===== src/rtl/xnor_compare_seq.sv =====
// Sequential masked comparator: walks two WIDTH-bit operands SLICE bits per clock
// through a NOR-built XNOR and reports equality, match count and match parity.
module xnor_compare_seq #(
    parameter int WIDTH = 16,
    parameter int SLICE = 4,
    localparam int NS = WIDTH / SLICE,
    localparam int CW = $clog2(WIDTH + 1)
) (
    input  logic             clk,
    input  logic             rst_n,
    input  logic             start,
    input  logic             clr,
    input  logic [WIDTH-1:0] a,
    input  logic [WIDTH-1:0] b,
    input  logic [WIDTH-1:0] mask,
    output logic             busy,
    output logic             done,
    output logic             result_eq,
    output logic [CW-1:0]    match_count,
    output logic             match_parity
);

    localparam int IW = (NS > 1) ? $clog2(NS) : 1;

    // Handshake: start is accepted on a rising edge only in IDLE or DONE with clr low;
    // busy stays high for exactly NS cycles, then done pulses for one cycle with the
    // results, which hold until the next accepted start, clr or reset.
    typedef enum logic [1:0] {IDLE, RUN, DONE} state_t;

    state_t           state;
    logic [WIDTH-1:0] a_q, b_q, mask_q;
    logic [IW-1:0]    idx;
    logic             eq_acc;
    logic [CW-1:0]    cnt_acc;
    logic             par_acc;

    logic [SLICE-1:0] sa, sb, sm, n1, n2, n3, xn, hit;
    logic [CW-1:0]    slice_cnt;
    logic             slice_eq;
    logic             last;

    function automatic logic [CW-1:0] popcnt(input logic [SLICE-1:0] v);
        logic [CW-1:0] c;
        c = '0;
        for (int k = 0; k < SLICE; k++) c = c + CW'(v[k]);
        return c;
    endfunction

    // Four-NOR XNOR: n1 = nor(a,b); n2 = ~a&b; n3 = a&~b; xn = nor(n2,n3).
    always_comb begin
        sa        = a_q[idx*SLICE +: SLICE];
        sb        = b_q[idx*SLICE +: SLICE];
        sm        = mask_q[idx*SLICE +: SLICE];
        n1        = ~(sa | sb);
        n2        = ~(sa | n1);
        n3        = ~(sb | n1);
        xn        = ~(n2 | n3);
        hit       = xn & ~sm;
        slice_eq  = &(xn | sm);
        slice_cnt = popcnt(hit);
    end

    assign last = (idx == IW'(NS - 1));

    always_ff @(posedge clk or negedge rst_n) begin
        if (!rst_n) begin
            state        <= IDLE;
            busy         <= 1'b0;
            done         <= 1'b0;
            result_eq    <= 1'b0;
            match_count  <= '0;
            match_parity <= 1'b0;
            a_q          <= '0;
            b_q          <= '0;
            mask_q       <= '0;
            idx          <= '0;
            eq_acc       <= 1'b0;
            cnt_acc      <= '0;
            par_acc      <= 1'b0;
        end else if (clr) begin
            state        <= IDLE;
            busy         <= 1'b0;
            done         <= 1'b0;
            result_eq    <= 1'b0;
            match_count  <= '0;
            match_parity <= 1'b0;
        end else begin
            case (state)
                IDLE, DONE: begin
                    done <= 1'b0;
                    if (start) begin
                        a_q     <= a;
                        b_q     <= b;
                        mask_q  <= mask;
                        idx     <= '0;
                        eq_acc  <= 1'b1;
                        cnt_acc <= '0;
                        par_acc <= 1'b0;
                        busy    <= 1'b1;
                        state   <= RUN;
                    end else begin
                        state <= IDLE;
                    end
                end
                RUN: begin
                    eq_acc  <= eq_acc & slice_eq;
                    cnt_acc <= cnt_acc + slice_cnt;
                    par_acc <= par_acc ^ (^hit);
                    if (last) begin
                        // Fold the final slice straight into the outputs.
                        result_eq    <= eq_acc & slice_eq;
                        match_count  <= cnt_acc + slice_cnt;
                        match_parity <= par_acc ^ (^hit);
                        busy         <= 1'b0;
                        done         <= 1'b1;
                        state        <= DONE;
                    end else begin
                        idx <= idx + 1'b1;
                    end
                end
                default: begin
                    state <= IDLE;
                    busy  <= 1'b0;
                    done  <= 1'b0;
                end
            endcase
        end
    end

endmodule


===== config.mk =====
export PLATFORM = sky130hd
export DESIGN_NAME = xnor_compare_seq
export DESIGN_NICKNAME = d
export VERILOG_FILES = /design/src/rtl/xnor_compare_seq.sv
export SDC_FILE = /design/constraint.sdc
export NUM_CORES = 1
export LEC_CHECK = 0
export ABC_AREA = 1
export CAP_MARGIN = 0
export CORE_UTILIZATION = 48
export CTS_BUF_LIST = sky130_fd_sc_hd__clkbuf_16
export DETAILED_ROUTE_END_ITERATION = 8
export PLACE_DENSITY = 0.7
export RECOVER_POWER = 100
export SLEW_MARGIN = 20
export SYNTH_ARGS = -nofsm -noshare
export SYNTH_HDL_FRONTEND = slang
export SYNTH_SLANG_ARGS = --single-unit
export TNS_END_PERCENT = 50

===== constraint.sdc =====
create_clock -name clk -period 7.6 [get_ports clk]
set_clock_uncertainty 0.15 [all_clocks]
set_input_delay 1.52 -clock clk [delete_from_list [all_inputs] [get_ports clk]]
set_output_delay 1.52 -clock clk [all_outputs]
set_load 0.005 [all_outputs]

==> results of run 1 <==
## placed cells by master, fill, tap and decap left out, types with 2 or more instances in the layout
cell type / count
o22ai_1: 2
nand3_1: 23
xor2_1: 5
nor3_1: 2
nor2_1: 11
fa_1: 3
o21ai_0: 39
nand2_2: 3
clkinv_1: 2
ha_1: 2
nand2_1: 184
clkbuf_16: 9
clkdlybuf4s50_1: 49
a21oi_1: 5
clkinv_2: 2
inv_2: 4
o21ai_1: 5
dfrtp_1: 68
inv_1: 46
clkbuf_1: 2
dlygate4sd3_1: 10
## area by class of cell
class                   count  area (µm²)
inverters                  48         181
clock buffers               9         225
repair buffers             62         603
fillers                   585        2350
clock inverters             7        28.8
well taps                  77        96.3
flip-flops and latches     68        1700
multi-input cells         289        1310
## registers in the layout (all words and copies together), names as in the netlist
register      count
busy              1
result_eq         1
cnt_acc           5
a_q              16
b_q              16
mask_q           16
idx               2
done              1
par_acc           1
match_parity      1
match_count       5
eq_acc            1
state             2
## per-layer routing
layer  routed length, µm  track usage [%]  vias to the layer above
met2                3030             33.1                       51
met3                 197             3.60                        8
met4                  97             8.78                        0
met5                   0                0                        -
li1                    -                -                     1418
met1                3240             27.6                     1246
## per-stage QoR
step,setup WS [ps],std cells,util [%],power [mW]
floorplan,4520,419,-,0.821
global placement,3940,544,60.5,0.920
detailed placement,3920,544,60.5,0.933
CTS,3970,560,64.4,1.29
global route,1910,560,63.8,1.38
finish,2460,560,63.8,1.26
## tightest hold or removal path: stages (launching register included)
cell	delay, ps
dfrtp_1	330
nand2_1	60
nand2_1	50
## cell families after synthesis
| logic type | synth area share, % |
|---|---|
| AO/OA/AOI/OAI | 9.06 |
| XOR/XNOR | 1.59 |
| adder cells (fa/ha/maj) | 2.58 |
| buffers and inverters | 8.07 |
| flip-flops | 51.5 |
| AND/OR/NAND/NOR | 27.2 |
## power by group
| group | internal, mW | switching, mW |
|---|---|---|
| logic | 0.169 | 0.249 |
| registers | 0.434 | 0.0560 |
| clock network | 0.213 | 0.138 |
| total | 0.816 | 0.444 |
## cell usage after synthesis
cell and number:
a21oi_1 4, a21oi_4 1, a22o_1 1, buf_2 7
buf_4 2, buf_6 2, clkbuf_1 3, dfrtp_1 68
fa_1 3, ha_1 2, inv_1 42, inv_2 5
inv_4 1, nand2_1 183, nand2_2 4, nand3_1 23
nor2_1 8, nor2_2 2, nor2_4 1, nor3_1 2
o211ai_2 1, o21ai_0 35, o21ai_1 9, o21ai_2 1
o22ai_1 2, or2_2 1, xnor2_1 1, xor2_1 5
## path summary, 6_finish.rpt
kind / from / endpoint / slack, ps / cells past startpoint
max: clr / mask_q[5] / 2460 / 6
min: mask_q[9] / mask_q[9] / 320 / 2
max reg2reg: idx[0] / match_count[4] / 3300 / 13
min reg2reg: mask_q[9] / mask_q[9] / 320 / 2
max in group asynchronous: rst_n / a_q[13] / 3010 / 2
min in group asynchronous: rst_n / b_q[4] / 2320 / 2
==> metrics.txt, run 1 <==
# TYPE chip_impl_metric gauge
chip_impl_info{name="result_of_the_run",value="complete, but fails checks"} 1
chip_impl_info{name="violated_checks",value="max-capacitance violations, max-slew violations"} 1
chip_impl_info{name="unrepaired_setup_endpoints_after_global_routing",value="false"} 1
chip_impl_metric{name="die_y",unit="µm"} 84.9
chip_impl_metric{name="io_buffer_count",unit=""} 60
chip_impl_metric{name="timing.slew.headroom",unit="%"} -132
chip_impl_metric{name="count_of_antenna_violating_nets_left_after_detailed_routing",unit=""} 0
chip_impl_metric{name="timing.critical_path.fanout_max",unit=""} 76
chip_impl_metric{name="global_route_wire_length_before_repair",unit="mm"} 11.6
chip_impl_info{name="timing.critical_path.from_type",value="input pin"} 1
chip_impl_metric{name="syn-mean-instance-area",unit="µm²"} 7.88
chip_impl_metric{name="leakagePower",unit="nW"} 2.12
chip_impl_metric{name="total_negative_setup_slack",unit="ps"} 0
chip_impl_info{name="crit_path_top_delay_cell",value="clkbuf_1"} 1
chip_impl_metric{name="yosysWarningCount",unit=""} 0
chip_impl_metric{name="clk_pin_slew_worst_paths",unit="ps"} 50
chip_impl_metric{name="floorplan.die.width",unit="µm"} 84.9
chip_impl_metric{name="route.detailed.vias_per_inst",unit=""} 4.86
chip_impl_metric{name="synthDominantCellAreaShare",unit="%"} 51.5
chip_impl_info{name="netlist.top_cell.by_area",value="dfrtp_1"} 1
chip_impl_info{name="cpMostUsedCell",value="nand2_1"} 1
chip_impl_metric{name="drt_wl_total",unit="mm"} 6.57
chip_impl_metric{name="initial_antenna_violation_count",unit=""} 0
chip_impl_info{name="cpLargestDelayFamily",value="buffers and inverters"} 1
chip_impl_metric{name="cts.sinks",unit=""} 68
chip_impl_metric{name="finalWorstPathRequiredPeriod",unit="ps"} 5140
chip_impl_metric{name="timing_hold_violations_final",unit=""} 0
chip_impl_metric{name="track_usage",unit="%"} 20.6
chip_impl_metric{name="fp-row-count",unit=""} 29
chip_impl_metric{name="first_global_vias",unit=""} 2580
chip_impl_metric{name="cts_max_level",unit=""} 3
chip_impl_metric{name="placed_cell_area",unit="µm²"} 3930
chip_impl_metric{name="ctsHoldBuffers",unit=""} 0
chip_impl_metric{name="ys_ff_latch",unit=""} 68
chip_impl_metric{name="first_iter_violations",unit=""} 72
chip_impl_info{name="synth_top_cells_by_area",value="dfrtp_1 52%, nand2_1 21%, o21ai_0 5.3%, inv_1 4.8%, nand3_1 3.5%"} 1
chip_impl_metric{name="drive_above_1_share",unit="%"} 4.76
chip_impl_metric{name="cts-buffers-inserted",unit=""} 9
chip_impl_metric{name="pin_count",unit=""} 61
chip_impl_metric{name="die_area",unit="µm²"} 7210
chip_impl_metric{name="final_area",unit="µm²"} 4140
chip_impl_metric{name="clock_latency",unit="ps"} 320
chip_impl_info{name="clk_root_buffer_cell",value="clkbuf_16"} 1
chip_impl_metric{name="post_synth_inst_count",unit=""} 419
chip_impl_metric{name="grt.overflow.total",unit=""} 0
chip_impl_metric{name="cts_buffer_depth",unit=""} 2
chip_impl_info{name="cells_traversed_along_the_worst_timing_path",value="dlygate4sd3_1 -> nor3_1 -> clkbuf_1 -> inv_2 -> nand2_1 -> nand2_1"} 1
chip_impl_metric{name="floorplan.core_area",unit="µm²"} 6490
chip_impl_metric{name="drv_slew",unit=""} 146
chip_impl_metric{name="antennaDiodeCount",unit=""} 0
chip_impl_info{name="setup.worst_path.class",value="input pin to flip-flop"} 1
chip_impl_metric{name="largest_net_degree_at_the_start_of_global_routing",unit=""} 77
chip_impl_metric{name="slew_of_the_pin_with_the_lowest_slew_margin",unit="ps"} 3480
chip_impl_metric{name="netlist-cell-type-count",unit=""} 28
chip_impl_metric{name="timing.critical_path.arrival",unit="ps"} 5200
chip_impl_metric{name="max_vdd_drop",unit="mV"} 0.164
chip_impl_info{name="cts_tree",value="built"} 1
chip_impl_metric{name="pre_repair_dr_iteration_count",unit=""} 4
chip_impl_metric{name="finalCritPeriodShare",unit="%"} 67.7
chip_impl_metric{name="setup_viol_count_final",unit=""} 0
chip_impl_metric{name="areaGrowthSynthToFinish",unit="%"} 25.5
chip_impl_metric{name="syn_nets",unit=""} 476
chip_impl_metric{name="cap_viol_max_count",unit=""} 2
chip_impl_metric{name="seq_area_frac_synth",unit="%"} 51.5
chip_impl_metric{name="nets",unit=""} 535
chip_impl_metric{name="initial_core_util",unit="%"} 50.8
chip_impl_metric{name="synth_area",unit="µm²"} 3300
chip_impl_metric{name="routedWlPerCell",unit="µm"} 11.7
chip_impl_metric{name="cts_setup_buffers",unit=""} 0
chip_impl_info{name="critical_path.endpoint_type",value="flip-flop"} 1
chip_impl_metric{name="cp_buf_inv_count",unit=""} 3
chip_impl_metric{name="post_cts.resized_instances",unit=""} 0
chip_impl_metric{name="detail_route.drc_violations",unit=""} 0
chip_impl_metric{name="worstPathRequired",unit="ps"} 7660
chip_impl_metric{name="dp.final_hpwl",unit="mm"} 4.74
chip_impl_info{name="worstHoldPathType",value="flip-flop to flip-flop"} 1
chip_impl_metric{name="power_per_cell_area",unit="nW/µm²"} 304
chip_impl_metric{name="gp_congestion",unit=""} 0.819
chip_impl_metric{name="worst_path_largest_cell_delay",unit="ps"} 1920
chip_impl_metric{name="max_freq",unit="MHz"} 194
chip_impl_metric{name="hold_ws",unit="ps"} 321
chip_impl_metric{name="routed-via-count",unit=""} 2723
(Power assumes the default switching activity.)
==> run 2, diff against run 1 <==
--- a/config.mk
+++ b/config.mk
@@ -7,10 +7,10 @@
 export LEC_CHECK = 0
 export ABC_AREA = 1
 export CAP_MARGIN = 0
-export CORE_UTILIZATION = 48
+export CORE_UTILIZATION = 47
 export CTS_BUF_LIST = sky130_fd_sc_hd__clkbuf_16
 export DETAILED_ROUTE_END_ITERATION = 8
-export PLACE_DENSITY = 0.7
+export PLACE_DENSITY = 0.72
 export RECOVER_POWER = 100
 export SLEW_MARGIN = 20
 export SYNTH_ARGS = -nofsm -noshare
==> constraint.sdc (replaced) <==
create_clock -name clk -period 4.7 [get_ports clk]
set_clock_uncertainty 0.15 [all_clocks]
set_input_delay 0.94 -clock clk [delete_from_list [all_inputs] [get_ports clk]]
set_output_delay 0.94 -clock clk [all_outputs]
set_load 0.005 [all_outputs]
==> run 2 against run 1 <==
Clock-buffer cell count is the same. Total power is 77% higher. Clock power increased by 110%. Non-clock buffer count grew 1. Wire length increased by 5.4%. Final cell count up 3.6%. Sequential share of layout area down 1.0 points. Flip-flop and latch count unchanged. Register-to-register slack worse by 2300 ps. The run still ends with max-capacitance violations, max-slew violations left. First-iteration DRC count increased by 120%. Via count increased by 1.8%.
==> metrics.txt, run 2 (synthesized netlist as in run 1, its figures left out) <==
# TYPE chip_impl_metric gauge
chip_impl_info{name="result_of_the_run",value="complete, but fails checks"} 1
chip_impl_info{name="violated_checks",value="max-capacitance violations, max-slew violations"} 1
chip_impl_metric{name="first_global_vias",unit=""} 2771
chip_impl_info{name="cpMostUsedCell",value="nor2_1"} 1
chip_impl_info{name="mostFrequentLayoutCell",value="nand2_1"} 1
chip_impl_info{name="cells_traversed_along_the_worst_timing_path",value="dlygate4sd3_1 -> nor3_1 -> clkbuf_1 -> nor2_1 -> nor2_1 -> nand3_1 -> o21ai_0"} 1
chip_impl_metric{name="worstPathRequired",unit="ps"} 4800
chip_impl_metric{name="total_negative_setup_slack",unit="ps"} 0
chip_impl_metric{name="pin_count",unit=""} 61
chip_impl_info{name="critical_path.endpoint_type",value="flip-flop"} 1
chip_impl_metric{name="route.detailed.vias_per_inst",unit=""} 4.78
chip_impl_metric{name="leakagePower",unit="nW"} 2.15
chip_impl_metric{name="count_of_antenna_violating_nets_left_after_detailed_routing",unit=""} 0
chip_impl_metric{name="initial_core_util",unit="%"} 48.6
chip_impl_metric{name="die_y",unit="µm"} 85.8
chip_impl_metric{name="detail_route.drc_violations",unit=""} 0
chip_impl_metric{name="route.met3.wl",unit="µm"} 226
chip_impl_info{name="worstHoldPathType",value="flip-flop to flip-flop"} 1
chip_impl_info{name="timing.critical_path.from_type",value="input pin"} 1
chip_impl_metric{name="drt_wl_total",unit="mm"} 6.93
chip_impl_metric{name="timing_hold_violations_final",unit=""} 0
chip_impl_metric{name="power_per_cell_area",unit="nW/µm²"} 526
chip_impl_metric{name="first_iter_violations",unit=""} 159
chip_impl_info{name="clk_root_buffer_cell",value="clkbuf_16"} 1
chip_impl_metric{name="multi_input_comb_area",unit="µm²"} 1300
chip_impl_metric{name="floorplan.die.width",unit="µm"} 85.8
chip_impl_metric{name="finalCritPeriodShare",unit="%"} 79.2
chip_impl_metric{name="largest_net_degree_at_the_start_of_global_routing",unit=""} 45
chip_impl_metric{name="cts-buffers-inserted",unit=""} 9
chip_impl_metric{name="slew_of_the_pin_with_the_lowest_slew_margin",unit="ps"} 2100
chip_impl_metric{name="post_cts.resized_instances",unit=""} 0
chip_impl_metric{name="clk_pin_slew_worst_paths",unit="ps"} 60
chip_impl_metric{name="track_usage",unit="%"} 21.9
chip_impl_metric{name="cts_buffer_depth",unit=""} 2
chip_impl_info{name="routed.top_layer",value="met4"} 1
chip_impl_metric{name="placed_cells",unit=""} 564
chip_impl_metric{name="global_route_wire_length_before_repair",unit="mm"} 12.4
chip_impl_metric{name="setup_viol_count_final",unit=""} 0
chip_impl_metric{name="routed-via-count",unit=""} 2771
chip_impl_metric{name="timing.critical_path.arrival",unit="ps"} 3830
chip_impl_info{name="leading_cell_types_in_the_layout_fill_and_taps_excluded",value="184 x nand2_1, 68 x dfrtp_1, 49 x clkdlybuf4s50_1, 44 x inv_1, 39 x o21ai_0"} 1
chip_impl_metric{name="ctsHoldBuffers",unit=""} 0
chip_impl_info{name="cts_tree",value="built"} 1
chip_impl_metric{name="drive_above_1_share",unit="%"} 4.75
chip_impl_metric{name="nets",unit=""} 536
chip_impl_metric{name="floorplan.core_area",unit="µm²"} 6790
chip_impl_metric{name="initial_antenna_violation_count",unit=""} 0
chip_impl_metric{name="cap_viol_max_count",unit=""} 2
chip_impl_metric{name="met2_wirelength",unit="mm"} 3.31
chip_impl_metric{name="cts.sinks",unit=""} 68
chip_impl_metric{name="max_vdd_drop",unit="mV"} 0.255
chip_impl_metric{name="clock_latency",unit="ps"} 340
chip_impl_metric{name="io_buffer_count",unit=""} 60
chip_impl_metric{name="timing.slew.headroom",unit="%"} -39.8
chip_impl_metric{name="die_area",unit="µm²"} 7360
chip_impl_metric{name="antennaDiodeCount",unit=""} 0
chip_impl_info{name="unrepaired_setup_endpoints_after_global_routing",value="false"} 1
chip_impl_metric{name="finalWorstPathRequiredPeriod",unit="ps"} 3720
chip_impl_info{name="reg.largest.list",value="a_q x16, b_q x16, mask_q x16"} 1
chip_impl_metric{name="layout.cells.non_filler",unit=""} 580
chip_impl_metric{name="pre_repair_dr_iteration_count",unit=""} 4
chip_impl_info{name="crit_path_top_delay_cell",value="clkbuf_1"} 1
chip_impl_metric{name="cts_max_level",unit=""} 3
chip_impl_metric{name="drv_slew",unit=""} 86
chip_impl_metric{name="grt.overflow.total",unit=""} 0
chip_impl_metric{name="timing.critical_path.fanout_max",unit=""} 44
chip_impl_metric{name="max_freq",unit="MHz"} 269
chip_impl_metric{name="gp_congestion",unit=""} 0.870
chip_impl_metric{name="worst_path_largest_cell_delay",unit="ps"} 1150
chip_impl_metric{name="areaGrowthSynthToFinish",unit="%"} 28.7
chip_impl_metric{name="dp.final_hpwl",unit="mm"} 4.83
chip_impl_metric{name="fillers",unit=""} 605
chip_impl_metric{name="cts_setup_buffers",unit=""} 0
chip_impl_metric{name="fp-row-count",unit=""} 30
chip_impl_metric{name="route.layer.met1.wl",unit="mm"} 3.23
chip_impl_metric{name="final-seq-area",unit="µm²"} 1700
chip_impl_metric{name="routedWlPerCell",unit="µm"} 11.9
chip_impl_info{name="setup.worst_path.class",value="input pin to flip-flop"} 1
[run 2: cell types whose count changed in the layout (fill, tap and decap cells not counted), sizes merged]
cell	delta
bufinv	+3
clkbuf	+1
clkinvlp	-1
inv	-2
[run 2: final timing paths]
| check | start | end | slack, ps | depth (start not counted) |
|---|---|---|---|---|
| max | clr | idx[0] | 980 | 7 |
| min | match_parity | match_parity | 320 | 2 |
| max reg2reg | idx[0] | match_count[4] | 1050 | 13 |
| min reg2reg | match_parity | match_parity | 320 | 2 |
| max in group asynchronous | rst_n | a_q[1] | 2010 | 2 |
| min in group asynchronous | rst_n | b_q[11] | 1060 | 1 |
[run 2: per-layer routing]
| metal | vias up | track usage (%) |
|---|---|---|
| met5 | - | 0 |
| met4 | 0 | 10.2 |
| met3 | 12 | 4.91 |
| met2 | 55 | 36.0 |
| met1 | 1289 | 27.8 |
| li1 | 1415 | - |
[run 2: per-stage QoR]
| stage | util [%] | setup slack (ps) | hold WS [ps] | power (mW) | area, µm² |
|---|---|---|---|---|---|
| global placement | 58.3 | 1230 | 309 | 1.48 | 3960 |
| CTS | 63.2 | 1100 | 326 | 2.26 | 4290 |
| floorplan | - | 1620 | 292 | 1.33 | 3300 |
| global route | 62.5 | 563 | 355 | 2.39 | 4250 |
| finish | 62.5 | 977 | 322 | 2.23 | 4250 |
| detailed placement | 58.3 | 1080 | 313 | 1.50 | 3960 |
[run 2: critical path, delay by kind of cell]
family	cells	cell delay [ps]
AOI/OAI and AO/OA	1	90
and+or+nand+nor	4	1050
buffers and inverters	2	1740
[run 2: layout make-up]
type,count,area share [%]
Tap cell,96,2.83
Clock buffer,9,5.30
Timing Repair Buffer,63,14.3
Multi-Input combinational cell,289,30.7
Sequential cell,68,40.0
Clock inverter,7,2.50
Inverter,48,4.30
[run 2: power by group]
group / leakage (nW) / switching [mW] / internal, mW
registers: 0.863 / 0.0916 / 0.702
clock network: 0.166 / 0.243 / 0.511
logic: 1.12 / 0.413 / 0.273
==> run 3, diff against run 2 <==
==> constraint.sdc (replaced) <==
create_clock -name clk -period 3 [get_ports clk]
set_clock_uncertainty 0.15 [all_clocks]
set_input_delay 0.6 -clock clk [delete_from_list [all_inputs] [get_ports clk]]
set_output_delay 0.6 -clock clk [all_outputs]
set_load 0.005 [all_outputs]
==> run 3 against run 2 <==
The run still ends with max-capacitance violations, max-slew violations left. Largest cell class unchanged. Largest power group is now combinational logic. Combinational power up 110%. Register-to-register slack worse by 970 ps. Sequential share of layout area is 1.9 points lower. Critical path type is now flip-flop to flip-flop. Highest routed layer unchanged.
==> metrics.txt, run 3 (synthesized netlist as in run 1, its figures left out) <==
# TYPE chip_impl_metric gauge
chip_impl_metric{name="power_per_cell_area",unit="nW/µm²"} 815
chip_impl_metric{name="fillers",unit=""} 577
chip_impl_metric{name="antennaDiodeCount",unit=""} 0
chip_impl_info{name="worst_r2r_startpoint",value="idx[0]"} 1
chip_impl_metric{name="placed_cells",unit=""} 581
chip_impl_metric{name="multi_input_comb_area",unit="µm²"} 1390
chip_impl_metric{name="critical_path_cell_count",unit=""} 13
chip_impl_metric{name="largest_net_degree_at_the_start_of_global_routing",unit=""} 49
chip_impl_metric{name="first_iter_violations",unit=""} 99
chip_impl_metric{name="timing_hold_violations_final",unit=""} 0
chip_impl_metric{name="dp.final_hpwl",unit="mm"} 5.26
chip_impl_metric{name="final-seq-area",unit="µm²"} 1700
chip_impl_info{name="leading_cell_types_in_the_layout_fill_and_taps_excluded",value="181 x nand2_1, 66 x dfrtp_1, 50 x clkdlybuf4s50_1, 39 x inv_1, 34 x o21ai_0"} 1
chip_impl_metric{name="die_area",unit="µm²"} 7360
chip_impl_metric{name="pre_repair_dr_iteration_count",unit=""} 4
chip_impl_metric{name="slew_of_the_pin_with_the_lowest_slew_margin",unit="ps"} 1690
chip_impl_metric{name="io_buffer_count",unit=""} 60
chip_impl_info{name="critical_path.startpoint",value="idx[0]"} 1
chip_impl_info{name="crit_path_top_delay_cell",value="fa_1"} 1
chip_impl_metric{name="detail_route.drc_violations",unit=""} 0
chip_impl_metric{name="drv_slew",unit=""} 30
chip_impl_metric{name="worst_path_largest_cell_delay",unit="ps"} 500
chip_impl_metric{name="nets",unit=""} 558
chip_impl_metric{name="first_global_vias",unit=""} 2839
chip_impl_metric{name="clk_pin_slew_worst_paths",unit="ps"} 60
chip_impl_info{name="cts_tree",value="built"} 1
chip_impl_metric{name="global_route_wire_length_before_repair",unit="mm"} 12.7
chip_impl_metric{name="grt.overflow.total",unit=""} 0
chip_impl_info{name="reg.largest.list",value="a_q x16, b_q x16, mask_q x16"} 1
chip_impl_metric{name="clock_latency",unit="ps"} 330
chip_impl_info{name="worst_setup_ep",value="match_count[4]"} 1
chip_impl_info{name="cpLargestDelayFamily",value="adder cells"} 1
chip_impl_metric{name="gp_congestion",unit=""} 0.828
chip_impl_metric{name="cts-buffers-inserted",unit=""} 9
chip_impl_metric{name="timing.critical_path.fanout_max",unit=""} 10
chip_impl_info{name="unrepaired_setup_endpoints_after_global_routing",value="true"} 1
chip_impl_metric{name="areaGrowthSynthToFinish",unit="%"} 35.3
chip_impl_metric{name="worst-r2r-cell-count",unit=""} 13
chip_impl_metric{name="fp-row-count",unit=""} 30
chip_impl_metric{name="drt_wl_total",unit="mm"} 7.28
chip_impl_metric{name="cap_viol_max_count",unit=""} 1
chip_impl_metric{name="initial_core_util",unit="%"} 48.6
chip_impl_metric{name="pin_count",unit=""} 61
chip_impl_info{name="r2r_end",value="match_count[4]"} 1
chip_impl_metric{name="floorplan.core_area",unit="µm²"} 6790
chip_impl_metric{name="worstPathRequired",unit="ps"} 3110
chip_impl_metric{name="cts_buffer_depth",unit=""} 2
chip_impl_metric{name="drive_above_1_share",unit="%"} 13.6
chip_impl_metric{name="initial_antenna_violation_count",unit=""} 0
chip_impl_metric{name="cts.sinks",unit=""} 68
chip_impl_metric{name="timing.slew.headroom",unit="%"} -12.5
chip_impl_metric{name="route.detailed.vias_per_inst",unit=""} 4.71
chip_impl_metric{name="finalCritPeriodShare",unit="%"} 97.5
chip_impl_metric{name="routedWlPerCell",unit="µm"} 12.1
chip_impl_info{name="result_of_the_run",value="complete, but fails checks"} 1
chip_impl_metric{name="die_y",unit="µm"} 85.8
chip_impl_metric{name="cp_buf_inv_count",unit=""} 3
chip_impl_metric{name="track_usage",unit="%"} 22.3
chip_impl_info{name="mostFrequentLayoutCell",value="nand2_1"} 1
chip_impl_metric{name="total_power",unit="mW"} 3.64
chip_impl_info{name="setup.worst_path.class",value="flip-flop to flip-flop"} 1
chip_impl_metric{name="max_freq",unit="MHz"} 342
chip_impl_info{name="worstHoldPathType",value="flip-flop to flip-flop"} 1
chip_impl_metric{name="setup_viol_count_final",unit=""} 0
chip_impl_info{name="violated_checks",value="max-capacitance violations, max-slew violations"} 1
chip_impl_metric{name="setup.reg_to_reg.worst_slack",unit="ps"} 80
chip_impl_metric{name="cts_max_level",unit=""} 3
chip_impl_metric{name="layout.cells.non_filler",unit=""} 602
chip_impl_metric{name="max_vdd_drop",unit="mV"} 0.432
chip_impl_metric{name="floorplan.die.width",unit="µm"} 85.8
chip_impl_info{name="timing.critical_path.from_type",value="flip-flop"} 1
chip_impl_metric{name="routed-via-count",unit=""} 2834
chip_impl_metric{name="finalWorstPathRequiredPeriod",unit="ps"} 2920
chip_impl_metric{name="count_of_antenna_violating_nets_left_after_detailed_routing",unit=""} 0
chip_impl_info{name="clk_root_buffer_cell",value="clkbuf_16"} 1
chip_impl_info{name="cells_traversed_along_the_worst_timing_path",value="inv_4 -> buf_4 -> nand2_1 -> nand3_2 -> a21oi_4 -> fa_1 -> inv_1 -> fa_2 -> fa_2 -> nor3_2 -> or2_4 -> nand3_2 -> o21ai_1"} 1
chip_impl_metric{name="ctsHoldBuffers",unit=""} 0
chip_impl_metric{name="timing.critical_path.arrival",unit="ps"} 3040
chip_impl_info{name="critical_path.endpoint_type",value="flip-flop"} 1
chip_impl_metric{name="leakagePower",unit="nW"} 2.25
-- run 3: worst reg2reg max path, cell delays in order (launching register included) --
cell and delay (ps):
dfrtp_2 460, inv_4 120, buf_4 130, nand2_1 60
nand3_2 90, a21oi_4 70, fa_1 500, inv_1 50
fa_2 340, fa_2 360, nor3_2 190, or2_4 150
nand3_2 60, o21ai_1 140
-- run 3: cell type report --
type,count,share of cell area [%]
Clock buffer,9,5.04
Clock inverter,7,1.29
Sequential cell,68,38.2
Timing Repair Buffer,85,17.7
Inverter,48,4.09
Multi-Input combinational cell,289,31.0
Tap cell,96,2.69
-- run 3: routing by layer --
metal | vias up | wire length [µm] | GRT usage (%) | part of all wire, %
li1 | 1459 | - | - | -
met1 | 1309 | 3420 | 29.8 | 47
met2 | 53 | 3460 | 35.8 | 48
met3 | 13 | 250 | 3.95 | 3.4
met4 | 0 | 151 | 10.3 | 2.1
met5 | - | 0 | 0 | 0
-- run 3: timing repair --
| item | 4_1_cts | 5_1_grt |
|---|---|---|
| hold endpoints to repair | 0 | 0 |
| setup buffers | 0 | 5 |
| setup endpoints to repair | 4 | 4 |
| pin swaps | 3 | 9 |
| resized for setup | 6 | 8 |
-- run 3: power breakdown --
group	leakage, nW	internal [mW]	total, mW	switching, mW
logic	1.25	0.635	1.41	0.771
clock network	0.135	0.629	1.01	0.377
registers	0.860	1.10	1.23	0.126
-- run 3: worst min path at each step --
stage | start | cells after the start | slack [ps] | end
3_3_place_gp | mask_q[5] | 2 | 310 | mask_q[5]
6_report | mask_q[15] | 2 | 320 | mask_q[15]
3_5_place_dp | mask_q[3] | 2 | 310 | mask_q[3]
5_1_grt | mask_q[5] | 2 | 350 | mask_q[5]
2_1_floorplan | rst_n | 0 | 150 | a_q[0]
4_1_cts | rst_n | 1 | 190 | a_q[8]
-- run 3: stage by stage --
step                      area, µm²  hold WS (ps)  utilization (%)  worst slack [ps]  setup TNS [ps]
after floorplan                3320           154                -              1.06               0
after global placement         4120           306             60.6             -44.4           -98.1
after detailed placement       4120           310             60.6              -146            -320
after CTS                      4410           188             65.0              4.07               0
after global routing           4470           349             65.7             -53.8           -65.6
final                          4470           322             65.7              75.3               0
